<file path="config.mk">
export PLATFORM = sky130hd
export DESIGN_NAME = edge_frame_writer
export DESIGN_NICKNAME = d
export VERILOG_FILES = /design/src/rtl/edge_frame_writer_pkg.sv /design/src/rtl/edge_frame_writer.sv
export SDC_FILE = /design/constraint.sdc
export NUM_CORES = 1
export LEC_CHECK = 0
export CAP_MARGIN = 20
export CORE_MARGIN = 3
export CORE_UTILIZATION = 59
export CTS_BUF_LIST = sky130_fd_sc_hd__clkbuf_8
export CTS_CLUSTER_DIAMETER = 50
export DETAILED_ROUTE_END_ITERATION = 8
export PLACE_DENSITY = 0.95
export SLEW_MARGIN = 15
export SYNTH_ARGS = -nofsm -noshare
export SYNTH_HDL_FRONTEND = slang
export SYNTH_SLANG_ARGS = --single-unit
</file>
<file path="constraint.sdc">
create_clock -name clk -period 3.99 [get_ports clk]
set_clock_uncertainty 0.15 [all_clocks]
set_input_delay 0.399 -clock clk [delete_from_list [all_inputs] [get_ports clk]]
set_output_delay 0.399 -clock clk [all_outputs]
set_load 0.01 [all_outputs]
</file>
<file path="src/rtl/edge_frame_writer_pkg.sv">
// Shared show-window geometry and writer FSM encoding for the VGA frame path.
// The VGA driver imports the same constants for its display window.
package edge_frame_writer_pkg;

    localparam int SHOW_WIDTH  = 320;
    localparam int SHOW_HEIGHT = 200;
    localparam int FRAME_PIX   = SHOW_WIDTH * SHOW_HEIGHT;

    typedef enum logic [1:0] {
        ST_IDLE  = 2'd0,
        ST_WRITE = 2'd1,
        ST_DONE  = 2'd2
    } wr_state_t;

endpackage

</file>
<file path="src/rtl/edge_frame_writer.sv">
// Writes one raster-order edge frame into the write half of the ping-pong RAM,
// flags completion to the VGA driver and follows its bank swap.
module edge_frame_writer
    import edge_frame_writer_pkg::*;
#(
    parameter int SHOW_WIDTH  = edge_frame_writer_pkg::SHOW_WIDTH,
    parameter int SHOW_HEIGHT = edge_frame_writer_pkg::SHOW_HEIGHT,
    parameter int ADDR_W      = 16
) (
    input  logic              clk,
    input  logic              rst_n,
    input  logic              din,
    input  logic              din_vld,
    input  logic              din_sop,
    input  logic              din_eop,
    input  logic              rd_end,
    input  logic              rd_addr_sel,
    output logic [ADDR_W-1:0] wr_addr,
    output logic              wr_data,
    output logic              wr_en,
    output logic              wr_sel,
    output logic              wr_end,
    output logic              frm_err,
    output logic              frm_drop
);

    // One spare bit so the counter can sit at FRAME_N even when it equals 2^ADDR_W.
    localparam int CNT_W = ADDR_W + 1;
    localparam logic [CNT_W-1:0] FRAME_N = CNT_W'(SHOW_WIDTH * SHOW_HEIGHT);
    localparam logic [CNT_W-1:0] LAST_N  = FRAME_N - 1'b1;

    wr_state_t        state;
    logic [CNT_W-1:0] pix_cnt;

    // The read bank only moves while we sit in DONE, so this never splits a frame.
    assign wr_sel = ~rd_addr_sel;

    always_ff @(posedge clk or negedge rst_n) begin
        if (!rst_n) begin
            state    <= ST_IDLE;
            pix_cnt  <= '0;
            wr_en    <= 1'b0;
            wr_addr  <= '0;
            wr_data  <= 1'b0;
            wr_end   <= 1'b0;
            frm_err  <= 1'b0;
            frm_drop <= 1'b0;
        end else begin
            wr_en    <= 1'b0;
            wr_addr  <= '0;
            wr_data  <= 1'b0;
            frm_err  <= 1'b0;
            frm_drop <= 1'b0;

            case (state)
                ST_IDLE: begin
                    if (din_vld && din_sop) begin
                        if (din_eop) begin
                            frm_err <= 1'b1;
                        end else begin
                            wr_en   <= 1'b1;
                            wr_data <= din;
                            pix_cnt <= CNT_W'(1);
                            state   <= ST_WRITE;
                        end
                    end
                end

                ST_WRITE: begin
                    if (din_vld) begin
                        if (din_sop) begin
                            // A new frame aborts the current one and starts over at 0.
                            frm_err <= 1'b1;
                            if (din_eop) begin
                                pix_cnt <= '0;
                                state   <= ST_IDLE;
                            end else begin
                                wr_en   <= 1'b1;
                                wr_data <= din;
                                pix_cnt <= CNT_W'(1);
                            end
                        end else begin
                            if (pix_cnt < FRAME_N) begin
                                wr_en   <= 1'b1;
                                wr_addr <= pix_cnt[ADDR_W-1:0];
                                wr_data <= din;
                            end
                            // Overflow sticks at FRAME_N so a long frame can never wrap back to LAST_N.
                            if (pix_cnt != FRAME_N) begin
                                pix_cnt <= pix_cnt + 1'b1;
                            end
                            if (din_eop) begin
                                pix_cnt <= '0;
                                if (pix_cnt == LAST_N) begin
                                    state <= ST_DONE;
                                end else begin
                                    frm_err <= 1'b1;
                                    state   <= ST_IDLE;
                                end
                            end
                        end
                    end
                end

                ST_DONE: begin
                    if (din_vld && din_sop) begin
                        frm_drop <= 1'b1;
                    end
                    if (rd_end && wr_end) begin
                        wr_end <= 1'b0;
                        state  <= ST_IDLE;
                    end else begin
                        wr_end <= 1'b1;
                    end
                end

                default: state <= ST_IDLE;
            endcase
        end
    end

endmodule

</file>
==> results of run 1 <==
area by class of cell:
cell class	count	area, µm²
clock buffers	6	82.58
flip-flops and latches	40	1001
multi-input cells	134	834.6
inverters	7	26.28
clock inverters	2	10.01
fillers	181	631.9
well taps	42	52.55
repair buffers	29	285.3
cell usage in the layout, fill, tap and decap left out:
cell / instances
and2_1: 18
or3_1: 1
o31ai_1: 2
a31o_1: 1
nand2b_4: 1
nand2_1: 13
nor2b_1: 1
o21a_1: 1
o21ai_0: 18
nor2_1: 15
a21o_4: 1
o31ai_2: 9
inv_1: 7
and3_1: 5
nand2b_1: 2
nor3_1: 1
a21o_1: 1
clkbuf_8: 6
nor4_2: 1
o21ai_1: 1
nor4_1: 1
o41ai_1: 2
and4b_1: 2
nand4_1: 3
dfrtp_1: 40
nand3_1: 12
buf_2: 1
a31oi_1: 4
a221oi_1: 1
or2_1: 1
a21oi_1: 10
o21bai_1: 1
ha_1: 2
nor3b_1: 1
clkdlybuf4s50_1: 28
clkinv_2: 2
or2_2: 1
nor4b_1: 1
synthesized netlist by cell type, types with 2 or more instances:
library cell | number | share of area [%]
o41ai_1 | 2 | 0.92
ha_1 | 2 | 1.3
o21ai_0 | 18 | 4.7
nor2_1 | 15 | 3.0
a31oi_1 | 4 | 1.3
clkbuf_1 | 3 | 0.59
nand2_1 | 13 | 2.6
nand2b_1 | 2 | 0.66
and2_1 | 18 | 5.9
inv_1 | 7 | 1.4
buf_2 | 3 | 0.79
dfrtp_1 | 40 | 53
o31ai_1 | 2 | 0.79
o31ai_2 | 9 | 5.9
and3_1 | 5 | 1.6
nand4_1 | 3 | 0.99
a21oi_1 | 10 | 2.6
and4b_1 | 2 | 1.1
nand3_1 | 12 | 3.2
worst paths after layout:
path                                to  slack (ns)  cells past startpoint
setup reg to reg           pix_cnt[10]        1.43                      5
max in group asynchronous   wr_addr[4]        3.10                      1
min in group clk           pix_cnt[16]        0.34                      1
setup / recovery           pix_cnt[10]        1.23                      6
hold / removal             pix_cnt[14]        0.06                      1
hold reg to reg            pix_cnt[16]        0.34                      1
report_power, final:
part | internal, W | switching, W | leakage, nW
Sequential | 0.000414 | 0.00000924 | 0.547
Clock | 0.000138 | 0.000137 | 0.0510
Combinational | 0.0000299 | 0.0000426 | 0.403
Total | 0.000581 | 0.000189 | 1.00
registers in the layout (all words and copies together) (netlist names):
| signal | count |
|---|---|
| pix_cnt | 17 |
| wr_addr | 16 |
| state | 2 |
| frm_drop | 1 |
| frm_err | 1 |
| wr_data | 1 |
| wr_en | 1 |
| wr_end | 1 |
critical path, stage by stage:
cell	delay (ns)
clkdlybuf4s50_1	0.54
nor4b_1	0.38
and4b_1	0.23
a31o_1	0.42
or2_1	0.61
o41ai_1	0.17
stage by stage:
stage | setup slack (ns) | utilization, % | total power (W) | hold slack (ns)
after CTS | 1.294 | 78.39 | 0.0007755 | 0.09016
after floorplan | 2.089 | - | 0.0004665 | -0.04659
after detailed placement | 1.072 | 75.22 | 0.0005024 | 0.3381
final | 1.230 | 78.39 | 0.0007705 | 0.06232
after global placement | 1.173 | 75.22 | 0.0004990 | 0.3163
after global routing | 1.078 | 78.39 | 0.0008040 | 0.1323
cells by family (layout without fill, tap and decap cells):
| family | count (synthesis) | after routing | synth area share, % |
|---|---|---|---|
| AO/OA/AOI/OAI | 52 | 52 | 19.45 |
| adder cells (fa/ha/maj) | 2 | 2 | 1.314 |
| flip-flops | 40 | 40 | 52.56 |
| AND/OR/NAND/NOR | 80 | 80 | 23.06 |
| buffers and inverters | 15 | 44 | 3.613 |
routing by layer:
layer  track usage [%]  vias to the layer above
met3             5.396                       19
met2             38.62                       96
met4             11.85                        0
met1             30.24                      752
met5                 0                        -
li1                  -                      730
==> flow_summary.ini, run 1 <==
[critical_path]
crit_type = in2reg
worstPathRequired_ns = 3.99
cp-end-kind = flop
crit_path_start = din_eop
crit_path_start_kind = primary input
crit_fanout = 14
crit_arrival_ns = 2.76
r2r_start = pix_cnt[3]

[logic_synthesis]
syn_area_um2 = 1904
yosys_register_bits = 40
synth_edf_count = 0
synthDistinctLibCells = 38
synth_async_sr_flop_share_pct = 100.0
syn-num-nets = 199
synth_ff_type = dfrtp_1
netlist_instances = 189
ys_seq_area_share_pct = 52.56
yosysWarnings = 0
synth_area_per_cell_um2 = 10.08

[routing]
wl_met3_um = 308
totalWireLength_um = 4265
drtAntennaViolNets = 0
wire_per_inst_um = 16.40
dr.pass1.iters = 5
wl_met2_um = 2103
maxUsedRoutingLayer = met4
drc = 0
met1_length_um = 1723
avgViaCountPerCell = 6.142
dr.first_iter.drc_count = 113
vias = 1597

[timing]
final-max-slew-violation-count = 0
fin_crit_ns = 2.760
hold_violations = 0
min_period_over_period_pct = 69.16
fmaxAchievable_ghz = 0.3624
tns_ns = 0
max_slew_margin_pct = 43.29
tightest_slew_ns = 0.8506
setup_viol = 0
rsz0062_at_grt = false

[clock_tree]
cts_tree = built
post-cts-setup-buffers = 0
insertion_delay_ns = 0.29
cts-root-buf = clkbuf_8
cts_resized = 0
cts_buffers = 5
path_clk_slew_ns = 0.07
numClockSinks = 40
htreeDepth = 2
holdBufCountCts = 0
clk_path_buf_depth = 2

[die]
num_rows = 19
core_um2 = 2924
ios = 30
die_y_um = 62.81
start_util_pct = 65.13
die_w_um = 62.81
die-area_um2 = 3945

[finish]
drive_gt1_share_pct = 10.09
fin_cells = 260
nets = 227
area_growth_syn_to_layout_pct = 20.37
final_area_um2 = 2292
antenna_cells = 0

[power_and_ir_drop]
leakagePower_nw = 1.001
powerDensity_nw_per_um2 = 336.1
vdd_drop_max_mv = 0.2778

[outcome]
status = finished clean

[run]
cap_violations = 0

[placed_design]
placed_cell_area_um2 = 2200
gp_congestion = 0.9063
placed_cells = 252
hpwlAfterDp_um = 2899
io_buffers = 29

[global_route]
grt_pass1_vias = 1488
grt-ovfl-total = 0
grt_pass1_wl_um = 7300
grtUsageTotal_pct = 23.92
antenna_found_initial = 0
grt_max_degree = 41

[worst_hold_path]
hold_path_class = in2async
Note: power is estimated with default switching activity, not from simulation.
==> inputs of run 2 (changes only) <==
- CORE_UTILIZATION: 59 -> 55
- PLACE_DENSITY: 0.95 -> 0.89
- clock period: 3.99 -> 2.61 ns (I/O delays scaled with it)
==> run 2 against run 1 <==
Compared with the run above: first-iteration DRC count fell by 34%; sequential share of layout area fell by 1.3 points; power rose by 71%; clock power rose by 99%; non-clock buffer count rose by 4; flip-flop and latch count did not move; combinational power rose by 70%; die area rose by 6.6%; worst hold slack improved by 0.29 ns; count of clock-buffer cells in the layout rose by 1; register-to-register slack got worse by 1.1 ns; core utilization fell by 4.1 points; critical path type is now reg2reg.
==> flow_summary.ini, run 2 (synthesis gave the netlist of run 1 again) <==
[power_and_ir_drop]
vdd_drop_max_mv = 0.3477
powerDensity_nw_per_um2 = 558.4
leakagePower_nw = 1.033

[critical_path]
worstPathRequired_ns = 2.62
cp-end-kind = flop
crit_fanout = 7
crit_path_start_kind = flop
crit_type = reg2reg
crit_arrival_ns = 2.31

[die]
core_um2 = 3178
die-area_um2 = 4204
num_rows = 20
die_y_um = 64.84
die_w_um = 64.84
start_util_pct = 59.92
ios = 30

[clock_tree]
clk_path_buf_depth = 2
cts_buffers = 5
cts-root-buf = clkbuf_8
path_clk_slew_ns = 0.07
post-cts-setup-buffers = 0
cts_tree = built
htreeDepth = 2
numClockSinks = 40
insertion_delay_ns = 0.30

[timing]
tns_ns = 0
final-max-slew-violation-count = 0
setup_viol = 0
max_slew_margin_pct = 42.46
min_period_over_period_pct = 88.20
hold_violations = 0
tightest_slew_ns = 0.8632
rsz0062_at_grt = false
fin_ws_ns = 0.3080
fmaxAchievable_ghz = 0.4344
fin_crit_ns = 2.302

[finish]
fin_cells = 266
fillers = 237
drive_gt1_share_pct = 11.26
area_growth_syn_to_layout_pct = 23.98
top_regs = pix_cnt (17), wr_addr (16), state (2)
final_area_um2 = 2361
layout_commonest_cell = dfrtp_1
antenna_cells = 0
largest_reg_flops = 17
top_register = pix_cnt
nets = 231
fin_util_pct = 74.29
layout_common_cells = 40 x dfrtp_1, 28 x clkdlybuf4s50_1, 18 x o21ai_0, 18 x and2_1, 15 x nor2_1

[global_route]
antenna_found_initial = 0
grt-ovfl-total = 0
grt_pass1_vias = 1555
grt_pass1_wl_um = 7672
grtUsageTotal_pct = 24.16
grt_max_degree = 41

[placed_design]
dpl_worst_slack_ns = 0.05051
hpwlAfterDp_um = 2986
io_buffers = 29
placed_cell_area_um2 = 2225
placed_cells = 257
gp_congestion = 0.8898

[routing]
avgViaCountPerCell = 5.932
drtAntennaViolNets = 0
vias = 1578
wire_per_inst_um = 17.22
dr.first_iter.drc_count = 75
totalWireLength_um = 4580
drc = 0
dr.pass1.iters = 5

[worst_hold_path]
hold_path_class = reg2reg

[run]
cap_violations = 0

[outcome]
status = finished clean
==> run 2: cell count changes in the layout (fill, tap and decap cells not counted), sizes merged <==
cell	previous run	this run
dlygate4sd3	0	1
clkbuf	6	7
clkinv	2	0
bufinv	0	1
buf	1	4
==> run 2: final timing paths <==
kind | start | cells after the start | slack, ns | end
max reg2reg | pix_cnt[1] | 6 | 0.31 | pix_cnt[16]
max in group asynchronous | rst_n | 2 | 1.30 | wr_addr[12]
min in group asynchronous | rst_n | 2 | 0.47 | wr_addr[7]
min | state[1] | 1 | 0.36 | state[0]
max | pix_cnt[1] | 6 | 0.31 | pix_cnt[16]
min reg2reg | state[1] | 1 | 0.36 | state[0]
==> run 2: per-layer routing <==
metal,vias to the layer above,GRT usage [%],wire length (µm)
met1,749,29.11,1864
met3,17,6.932,311
met4,0,11.35,128
li1,734,-,-
met2,78,39.72,2275
met5,-,0,0
==> run 2: repair_timing <==
| action | CTS | global route |
|---|---|---|
| endpoints found under the setup margin | 0 | 0 |
| hold buffers | 1 | 0 |
| hold endpoints to repair | 40 | 0 |
| gates resized for setup | 0 | 0 |
==> run 2: cell type report <==
cell class                 count  area, µm²  share of cell area [%]
clock buffer                   7      96.34                   4.081
clock inverter                 1      30.03                   1.272
inverter                       7      26.28                   1.113
multi-input combinational    134      834.6                   35.35
sequential                    40       1001                   42.40
tap                           44      55.05                   2.332
timing repair buffer          33      317.8                   13.46
==> run 2: critical path, cell delays in order (launching register included) <==
cell and delay (ns):
dfrtp_1 0.47, ha_1 0.25, nand3_1 0.18, nor4_2 0.61, a21oi_1 0.14, o21ai_0 0.26, o31ai_2 0.11
==> run 2: per-stage QoR <==
step	hold WS, ns	total power [W]
6_report	0.3553	0.001318
5_1_grt	0.3705	0.001371
4_1_cts	0.3568	0.001325
3_5_place_dp	0.2707	0.0007755
3_3_place_gp	0.2664	0.0007681
2_1_floorplan	-0.1846	0.0007131
==> run 2: where the power goes <==
| part | internal, W | switching [W] |
|---|---|---|
| combinational | 0.0000511 | 0.0000720 |
| sequential | 0.000632 | 0.0000148 |
| clock | 0.000337 | 0.000211 |
| total | 0.00102 | 0.000298 |
